$ cat src/rtl/sound_pkg.sv
`default_nettype none
// ============================================================================
// Package     : sound_pkg
// Description : Shared types for the sound effect sequencer: effect ids
//               (numerically equal to their priority), FSM states, and the
//               note ROM that turns (effect, note index) into a note.
// Revision    : 1.0 - initial release
// ============================================================================
package sound_pkg;

   // Effect id doubles as its priority: a larger value wins and may preempt.
   typedef enum logic [1:0] {
      EFF_WALL   = 2'd0,
      EFF_PADDLE = 2'd1,
      EFF_BRICK  = 2'd2,
      EFF_LOST   = 2'd3
   } effect_e;

   typedef enum logic [1:0] {
      ST_IDLE = 2'd0,
      ST_LOAD = 2'd1,
      ST_PLAY = 2'd2,
      ST_GAP  = 2'd3
   } state_e;

   typedef struct packed {
      logic [15:0] half_period;
      logic [7:0]  dur;
      logic        last;
   } note_t;

   // Unused slots return a silent one-unit last note so a corrupted index
   // still terminates the effect.
   function automatic note_t note_rom(input effect_e eff, input logic [1:0] idx);
      logic [3:0] key;
      key      = {eff, idx};
      note_rom = '{half_period: 16'd0, dur: 8'd1, last: 1'b1};
      case (key)
         4'b00_00: note_rom = '{half_period: 16'd2271, dur: 8'd20,  last: 1'b1};
         4'b01_00: note_rom = '{half_period: 16'd1135, dur: 8'd40,  last: 1'b1};
         4'b10_00: note_rom = '{half_period: 16'd851,  dur: 8'd40,  last: 1'b0};
         4'b10_01: note_rom = '{half_period: 16'd637,  dur: 8'd40,  last: 1'b1};
         4'b11_00: note_rom = '{half_period: 16'd1135, dur: 8'd100, last: 1'b0};
         4'b11_01: note_rom = '{half_period: 16'd1515, dur: 8'd100, last: 1'b0};
         4'b11_10: note_rom = '{half_period: 16'd2271, dur: 8'd200, last: 1'b1};
         default:  ;
      endcase
   endfunction

endpackage
`default_nettype wire

$ cat src/rtl/pulse_divider.sv
`default_nettype none
// ============================================================================
// Module      : pulse_divider
// Description : Free-running modulo-DIV counter; pulse_o is high during the
//               cycle the count sits at DIV-1. clear_i forces the count back
//               to zero on the next edge.
// Revision    : 1.0 - initial release
// Ports       : clk_i   - clock
//               rst_i   - asynchronous active-high reset
//               clear_i - synchronous restart of the count
//               pulse_o - one-cycle strobe every DIV cycles
// ============================================================================
module pulse_divider #(
   parameter int DIV = 50
) (
   input  logic clk_i,
   input  logic rst_i,
   input  logic clear_i,
   output logic pulse_o
);

   localparam int             c_W    = (DIV > 1) ? $clog2(DIV) : 1;
   localparam logic [c_W-1:0] c_LAST = c_W'(DIV - 1);

   logic [c_W-1:0] cnt_q, cnt_d;

   always_comb begin
      cnt_d = cnt_q + 1'b1;
      if (clear_i || (cnt_q == c_LAST)) begin
         cnt_d = '0;
      end
   end

   always_ff @(posedge clk_i or posedge rst_i) begin
      if (rst_i) begin
         cnt_q <= '0;
      end else begin
         cnt_q <= cnt_d;
      end
   end

   assign pulse_o = (cnt_q == c_LAST);

endmodule
`default_nettype wire

$ cat src/rtl/sound_effect_sequencer.sv
`default_nettype none
// ============================================================================
// Module      : sound_effect_sequencer
// Description : Turns one-cycle game-event pulses into short note sequences
//               for the square-wave synth and generates the shared audio
//               tick. One effect plays at a time; higher or equal priority
//               events preempt, lower ones are dropped.
// Revision    : 1.0 - initial release
// Ports       : clk_i            - system clock
//               rst_i            - asynchronous active-high reset
//               wall_hit_i       - event pulse, priority 0
//               paddle_hit_i     - event pulse, priority 1
//               brick_hit_i      - event pulse, priority 2
//               ball_lost_i      - event pulse, priority 3
//               mute_i           - level, silences output and blocks events
//               advance_tick_o   - strobe every TICK_DIV cycles
//               enable_o         - synth enable
//               half_period_o    - synth half period in ticks
//               busy_o           - effect in progress
// ============================================================================
module sound_effect_sequencer
   import sound_pkg::*;
#(
   parameter int TICK_DIV = 50,
   parameter int MS_DIV   = 50000,
   parameter int GAP_MS   = 10
) (
   input  logic        clk_i,
   input  logic        rst_i,
   input  logic        wall_hit_i,
   input  logic        paddle_hit_i,
   input  logic        brick_hit_i,
   input  logic        ball_lost_i,
   input  logic        mute_i,
   output logic        advance_tick_o,
   output logic        enable_o,
   output logic [15:0] half_period_o,
   output logic        busy_o
);

   localparam logic [7:0] c_GAP_UNITS = 8'(GAP_MS);

   state_e      state_q, state_d;
   effect_e     effect_q, effect_d;
   logic [1:0]  note_q, note_d;
   logic [7:0]  unit_q, unit_d;
   logic        enable_q, enable_d;
   logic [15:0] hp_q, hp_d;
   logic        busy_q, busy_d;
   logic        tick_q;

   logic        w_tick_pulse;
   logic        w_ms_pulse;
   logic        w_ms_clear;
   logic        w_trig_any;
   effect_e     w_trig_eff;
   note_t       w_note;
   logic        w_unit_done;
   logic        w_last_end;
   logic        w_accept;

   pulse_divider #(.DIV(TICK_DIV)) u_tick_div (
      .clk_i   (clk_i),
      .rst_i   (rst_i),
      .clear_i (1'b0),
      .pulse_o (w_tick_pulse)
   );

   // The ms prescaler only runs while timing a note or a gap, so every
   // PLAY/GAP interval starts from a zero count.
   assign w_ms_clear = (state_q != ST_PLAY) && (state_q != ST_GAP);

   pulse_divider #(.DIV(MS_DIV)) u_ms_div (
      .clk_i   (clk_i),
      .rst_i   (rst_i),
      .clear_i (w_ms_clear),
      .pulse_o (w_ms_pulse)
   );

   always_comb begin
      w_trig_any  = wall_hit_i | paddle_hit_i | brick_hit_i | ball_lost_i;
      w_trig_eff  = ball_lost_i  ? EFF_LOST   :
                    brick_hit_i  ? EFF_BRICK  :
                    paddle_hit_i ? EFF_PADDLE : EFF_WALL;
      w_note      = note_rom(effect_q, note_q);
      // Interval ends on the ms strobe that completes the last unit.
      w_unit_done = w_ms_pulse &&
                    ((state_q == ST_PLAY) ? (unit_q == (w_note.dur - 8'd1))
                                          : (unit_q == (c_GAP_UNITS - 8'd1)));
      w_last_end  = (state_q == ST_PLAY) && w_unit_done && w_note.last;
      // Any event may start a new effect on the final cycle of the last note.
      w_accept    = !mute_i && w_trig_any &&
                    ((state_q == ST_IDLE) || (w_trig_eff >= effect_q) || w_last_end);

      state_d  = state_q;
      effect_d = effect_q;
      note_d   = note_q;
      unit_d   = unit_q;
      hp_d     = hp_q;

      if (w_ms_pulse) begin
         unit_d = unit_q + 8'd1;
      end

      case (state_q)
         ST_IDLE: ;
         ST_LOAD: begin
            hp_d    = w_note.half_period;
            unit_d  = '0;
            state_d = ST_PLAY;
         end
         ST_PLAY: begin
            if (w_unit_done) begin
               unit_d  = '0;
               state_d = w_note.last ? ST_IDLE : ST_GAP;
            end
         end
         ST_GAP: begin
            if (w_unit_done) begin
               unit_d  = '0;
               note_d  = note_q + 2'd1;
               state_d = ST_LOAD;
            end
         end
         default: state_d = ST_IDLE;
      endcase

      if (w_accept) begin
         state_d  = ST_LOAD;
         effect_d = w_trig_eff;
         note_d   = '0;
         unit_d   = '0;
      end

      if (mute_i) begin
         state_d = ST_IDLE;
         unit_d  = '0;
      end

      // Outputs are registered alongside the state they describe.
      enable_d = (state_d == ST_PLAY);
      busy_d   = (state_d != ST_IDLE);
   end

   always_ff @(posedge clk_i or posedge rst_i) begin
      if (rst_i) begin
         state_q  <= ST_IDLE;
         effect_q <= EFF_WALL;
         note_q   <= '0;
         unit_q   <= '0;
         enable_q <= 1'b0;
         hp_q     <= '0;
         busy_q   <= 1'b0;
         tick_q   <= 1'b0;
      end else begin
         state_q  <= state_d;
         effect_q <= effect_d;
         note_q   <= note_d;
         unit_q   <= unit_d;
         enable_q <= enable_d;
         hp_q     <= hp_d;
         busy_q   <= busy_d;
         tick_q   <= w_tick_pulse;
      end
   end

   assign advance_tick_o = tick_q;
   assign enable_o       = enable_q;
   assign half_period_o  = hp_q;
   assign busy_o         = busy_q;

endmodule
`default_nettype wire

$ cat config.mk
export PLATFORM = sky130hd
export DESIGN_NAME = sound_effect_sequencer
export DESIGN_NICKNAME = d
export VERILOG_FILES = /design/src/rtl/sound_pkg.sv /design/src/rtl/pulse_divider.sv /design/src/rtl/sound_effect_sequencer.sv
export SDC_FILE = /design/constraint.sdc
export NUM_CORES = 1
export LEC_CHECK = 0
export ABC_CLOCK_PERIOD_IN_PS = 2900
export CORE_MARGIN = 2
export CORE_UTILIZATION = 50
export DETAILED_ROUTE_END_ITERATION = 10
export HOLD_SLACK_MARGIN = 0.02
export PLACE_DENSITY = 0.71
export REMOVE_ABC_BUFFERS = 1
export SETUP_SLACK_MARGIN = 0.2
export SKIP_CTS_REPAIR_TIMING = 1
export SYNTH_ARGS = -nofsm -noshare
export SYNTH_HDL_FRONTEND = slang
export SYNTH_SLANG_ARGS = --single-unit
$ cat constraint.sdc
create_clock -name clk_i -period 2.9 [get_ports clk_i]
set_input_delay 0.58 -clock clk_i [delete_from_list [all_inputs] [get_ports clk_i]]
set_output_delay 0.58 -clock clk_i [all_outputs]
set_load 0.02 [all_outputs]
; After elaboration in Yosys (flattened, before gate mapping)
; Cells that the tools add are included.
; W data, S select, Z words.
[word_totals]
output_inout_bits = 19
word_cells = 73
reg_bits = 55
[classes]
reduce_logical = 17
n_eq_ne = 16
n_bitwise = 3
addsub = 5
muxes = 21
n_lt_le_gt_ge = 1
[op_table]
columns = op, n
row1 = $pmux W21 S7, 1
row2 = $mux W8, 4
row3 = $eq A4 B4 Y1 const B, 5
row4 = $mux W2, 10
row5 = $add A16 B1 Y16 const B, 1
row6 = $eq A16 B16 Y1 const B, 1
row7 = $mux W16, 1
row8 = $pmux W8 S2, 1
row9 = $add A8 B1 Y8 const B, 1
row10 = $eq A8 B4 Y1 const B, 1
row11 = $eq A8 B8 Y1, 1
row12 = $sub A8 B1 Y8 const B, 1
row13 = $add A6 B1 Y6 const B, 1
row14 = $eq A2 B2 Y1 const B, 3
row15 = $eq A6 B6 Y1 const B, 1
row16 = $logic_and A1 B1 Y1, 6
row17 = $mux W6, 1
row18 = $pmux W2 S3, 1
row19 = $reduce_bool A2 Y1, 3
row20 = $eq A4 B3 Y1 const B, 1
row21 = $logic_not A4 Y1, 1
row22 = $ne A2 B2 Y1 const B, 2
row23 = $logic_or A1 B1 Y1, 3
row24 = $or A1 B1 Y1, 3
row25 = other kinds (8), 9

; Logic depth before layout (Yosys ltp)
[depth]
depth_word = 13
mapped_depth = 11
ltp_nobuf = 9

; Modules after synthesis
; From an unflattened synthesis, not the netlist that was laid out.
[unflattened]
cells_unflattened = 317
area_unflattened_um2 = 3035.4
[modules_own_cells]
columns = mod, n_inst, area_each_um2, seq_area_each_um2, cells_each
row1 = sound_effect_sequencer, 1, 1886.8, 700.7, 207
row2 = pulse_divider at u_ms_div, 1, 862.1, 400.4, 83
row3 = pulse_divider at u_tick_div, 1, 286.5, 150.1, 27

; Least setup slack after synthesis
; No wires, ideal clock.
[synth_timing]
path_type = register to register
startpoint = register note_q[0]
endpoint = register effect_q[0]
path_slack_ps = 555
t_arrival_ps = 2266
required_time_ps = 2821
path_stages_with_launch = 11
cell_sequence = dfrtp_1 -> inv_1 -> ha_1 -> buf_2 -> or3b_1 -> o21ai_0 -> nand4_1 -> a211oi_4 -> a31oi_4 -> nor2_4 -> mux2i_1
[synth_via]
elab_chain_cells = 10
[synth_rtl]
columns = element, line_no
row1 = start: declaration, sound_effect_sequencer.sv:45  ; logic [1:0] note_q, note_d;
row2 = start signal: assignment, sound_effect_sequencer.sv:158  ; note_q <= note_d;
row3 = "$eq A4 B4 Y1, or another cell as far along", sound_pkg.sv:38  ; case (key)
row4 = $pmux W21 S7 *, sound_pkg.sv:38
row5 = $sub A8 B1 Y8, sound_effect_sequencer.sv:88  ; ((state_q == ST_PLAY) ? (unit_q == (w_note.dur - 8'd1))
row6 = $eq A8 B8 Y1, sound_effect_sequencer.sv:88
row7 = $mux W1, sound_effect_sequencer.sv:88
row8 = $logic_and A1 B1 Y1, sound_effect_sequencer.sv:87  ; w_unit_done = w_ms_pulse &&
row9 = $logic_and A1 B1 Y1, sound_effect_sequencer.sv:90  ; w_last_end = (state_q == ST_PLAY) && w_unit_done && w_note.last;
row10 = $logic_and A1 B1 Y1 *, sound_effect_sequencer.sv:90
row11 = $logic_or A1 B1 Y1 *, sound_effect_sequencer.sv:93  ; ((state_q == ST_IDLE) || (w_trig_eff >= effect_q) || w_last_end);
row12 = $logic_and A1 B1 Y1 *, sound_effect_sequencer.sv:92  ; w_accept = !mute_i && w_trig_any &&
row13 = end signal: assignment, sound_effect_sequencer.sv:157  ; effect_q <= effect_d;
row14 = end: declaration, sound_effect_sequencer.sv:44  ; effect_e effect_q, effect_d;
; Mark *: on every way between the ends. The rest lies on a longest branch, timed or not.
; A chain may end at the register's enable or synchronous reset.

; Worst setup path in the final report
[layout_timing]
startpoint = register note_q[1]
endpoint = register note_q[0]
[layout_via]
elab_chain_cells = 12
[layout_rtl]
columns = element, line_no
row1 = "$eq A4 B4 Y1, or another cell as far along", sound_pkg.sv:38
row2 = $pmux W21 S7 *, sound_pkg.sv:38
row3 = $sub A8 B1 Y8, sound_effect_sequencer.sv:88
row4 = $eq A8 B8 Y1, sound_effect_sequencer.sv:88
row5 = $mux W1, sound_effect_sequencer.sv:88
row6 = $logic_and A1 B1 Y1, sound_effect_sequencer.sv:87
row7 = $logic_and A1 B1 Y1 (2 in a row), sound_effect_sequencer.sv:90
row8 = $logic_or A1 B1 Y1, sound_effect_sequencer.sv:93
row9 = $logic_and A1 B1 Y1, sound_effect_sequencer.sv:92
row10 = $reduce_bool A2 Y1 (no line), n/a
row11 = $reduce_and A2 Y1 (no line), n/a
; Marks and branches as above.

==> qor.yml <==
place:
  place.detailed.hpwl_mm: 4.16
  finalWeightedCongestion: 0.858
  numPlacedInstances: 395
  port-buffer-count: 21
synthesis:
  synth.top_cell.area_share: 0.442
  yosys.cell_types.count: 53
  postSynthAreaPerCell_um2: 9.17
  synth_cells: 309
  post_synth_edffs: 0
  postSynth.topFlopCell: "dfrtp_1"
  synth_area_leaders: "dfrtp_1 (44%), nor2_1 (6.4%), xnor2_1 (4.3%), ha_1 (4.0%), o21ai_0 (3.5%)"
  synth.most_common_cell: "dfrtp_1"
  ys.warnings.count: 0
  synth_top_area_cell: "dfrtp_1"
  number_of_synthesized_register_bits: 50
  yosys-top-cells-count: "dfrtp_1 (50), nor2_1 (48), nand2_1 (20), o21ai_0 (20), xnor2_1 (14)"
  post_synth_instance_area_um2: 2830
  ys_seq_area_frac: 0.442
  async_flop_share: 1.00
sta:
  hold_viol: 0
  tightestPinTransition_ns: 0.662
  rsz0062_at_grt: "no"
  min_period_over_period: 0.874
  totalNegativeSetupSlack_ns: 0
  setup_viol_count_final: 0
  worst_case_headroom_to_the_max_slew_limit: 0.557
  finalWorstPathRequiredPeriod_ns: 2.53
  maxSlewViolCount: 0
  maxClockFrequency_mhz: 395
  fin_worst_skew_ns: 0.00862
  finalHoldWorstSlack_ns: 0.459
grt:
  first_global_vias: 2024
  grt_first_pass_wirelength_mm: 9.55
  grt_antenna_before_repair: 0
  global_route.usage.total: 0.193
  pin_count_of_the_biggest_net_entering_global_routing: 22
  global_route.overflow_total: 0
power:
  static-leakage-power_uw: 0.00138
  peakVddDrop_uv: 368
  power_per_cell_area_nw_per_um2: 551
flow_run:
  max_cap_viol_count: 0
clock_tree:
  ctsHtreeMaxLevel: 2
  cts.clk_slew.worst_paths_ns: 0.09
  tritoncts: "built"
  ctsLongestPathBuffers: 2
  insertion_delay_ns: 0.30
  cts_num_sinks: 50
  cts_root_buf: "clkbuf_8"
  cts_buffers: 5
finish:
  final_layout_size_suffix_gt1_frac: 0.0991
  n_antenna_cell: 0
  final_cells: 405
  num-nets-final: 348
  area.growth.synth_to_final_pct: 17.0
die:
  initial_utilization: 0.515
  core_area_um2: 5510
  total_i_o_pin_count: 26
  die_height_um: 79.3
  floorplan.die_area_um2: 6290
  dieWidth_um: 79.3
  num_rows: 27
route:
  detail_route.vias_per_cell: 5.61
  post-route-drc-count: 0
  detail-route-antenna-nets: 0
  totalWireLength_mm: 5.85
  first_iter_violations: 193
  via_count: 2273
  post_drt_wl_per_cell_um: 14.4
  firstDrtPassIters: 4
critical_path:
  cp_data_required_time_ns: 3.10
  critical_path.endpoint_type: "flop"
  setup.worst_path.start_class: "flop"
  timing.reg2reg.worst_path_depth: 9
  timing.critical_path.cells: "buf_4 -> ha_4 -> a21o_1 -> a2111oi_4 -> o311ai_2 -> a211oi_4 -> nand4_1 -> xnor2_1 -> nor2_1"
  crit_fanout: 8
  max_stage_delay_ns: 0.40
  crit_slowest_cell: "dfrtp_1"
  critical_path_class: "reg2reg"
  worst-endpoint-arrival_ns: 2.74
hold_path:
  holdPathStages: 1
  hold_class: "reg2reg"
status:
  outcome: "finished, final reports clean"
-- layer usage --
metal | vias to the layer above | GRT usage | share of wire
met5 | - | 0 | 0
met4 | 0 | 0.0517 | 0.013
met3 | 8 | 0.0409 | 0.048
met2 | 64 | 0.308 | 0.47
met1 | 1091 | 0.268 | 0.47
li1 | 1110 | - | -
-- worst paths after layout --
kind | slack [ns] | startpoint | end
min reg2reg | 0.46 | u_ms_div.cnt_q[0] | u_ms_div.cnt_q[0]
max | 0.37 | note_q[1] | note_q[0]
min in group asynchronous | 0.59 | rst_i | unit_q[6]
max reg2reg | 0.37 | note_q[1] | note_q[0]
max in group asynchronous | 1.73 | rst_i | effect_q[1]
min | 0.46 | u_ms_div.cnt_q[0] | u_ms_div.cnt_q[0]
-- registers in the layout (all words and copies together) (netlist names) --
signal / cells
u_tick_div.cnt_q: 6
enable_o: 1
note_q: 2
advance_tick_o: 1
state_q: 2
unit_q: 8
u_ms_div.cnt_q: 16
half_period_o: 11
effect_q: 2
busy_o: 1
-- worst max-delay path, delay by kind of cell (launching register included) --
family                   cells  cell delay [ns]
AO/OA/AOI/OAI                4             1.18
flip-flops                   1             0.40
XOR/XNOR                     1             0.23
AND/OR/NAND/NOR              2             0.29
buffers and inverters        1             0.15
adder cells (fa/ha/maj)      1             0.18
-- layout make-up --
cell class | count | area (µm²)
fillers | 485 | 2190
repair buffers | 30 | 278
inverters | 13 | 48.8
well taps | 72 | 90.1
multi-input cells | 232 | 1500
clock inverters | 2 | 60.1
flip-flops and latches | 50 | 1250
clock buffers | 6 | 82.6
-- placed cells by master, fill, tap and decap left out, drive strengths merged, types with 3 or more instances in the layout --
| cell type | synthesis | routed |
|---|---|---|
| dfrtp | 50 | 50 |
| nor2 | 49 | 49 |
| clkdlybuf4s50 | 0 | 21 |
| o21ai | 21 | 21 |
| nand2 | 20 | 20 |
| xnor2 | 14 | 14 |
| nand3 | 13 | 13 |
| inv | 13 | 13 |
| and3 | 12 | 12 |
| a21oi | 12 | 12 |
| xor2 | 11 | 11 |
| buf | 14 | 9 |
| ha | 9 | 9 |
| clkbuf | 3 | 6 |
| a31oi | 6 | 6 |
| nand2b | 6 | 6 |
| nor2b | 5 | 5 |
| nor3 | 5 | 5 |
| nand4 | 4 | 4 |
| conb | 1 | 4 |
| a211oi | 4 | 4 |
| nor4bb | 3 | 3 |
| or3 | 3 | 3 |
| o31ai | 3 | 3 |
| and2 | 3 | 3 |
-- metrics by stage --
| stage | total power, µW | cell area (µm²) | setup WS, ns | util |
|---|---|---|---|---|
| 3_3_place_gp | 1230 | 3090 | 0.287 | 0.562 |
| 6_report | 1830 | 3320 | 0.366 | 0.602 |
| 2_1_floorplan | 1060 | 2740 | 0.393 | - |
| 4_1_cts | 1840 | 3240 | 0.249 | 0.588 |
| 5_1_grt | 1920 | 3320 | 0.191 | 0.602 |
| 3_5_place_dp | 1240 | 3090 | 0.217 | 0.562 |
-- logic make-up after synthesis --
| group | count (synthesis) | synth area share |
|---|---|---|
| buf+inv | 30 | 0.0543 |
| fa+ha+maj | 9 | 0.0397 |
| xor+xnor | 25 | 0.0773 |
| mux | 2 | 0.00706 |
| compound gates | 62 | 0.147 |
| simple gates | 130 | 0.231 |
| other cells | 1 | 0.00132 |
| flops | 50 | 0.442 |
-- power by group --
part	switching [µW]	internal (µW)	leakage, µW	total, µW
registers	60.2	758	0.000646	818
logic	236	176	0.000663	413
clock network	227	368	0.0000714	595
total	524	1300	0.00138	1830
(Power assumes the default switching activity.)
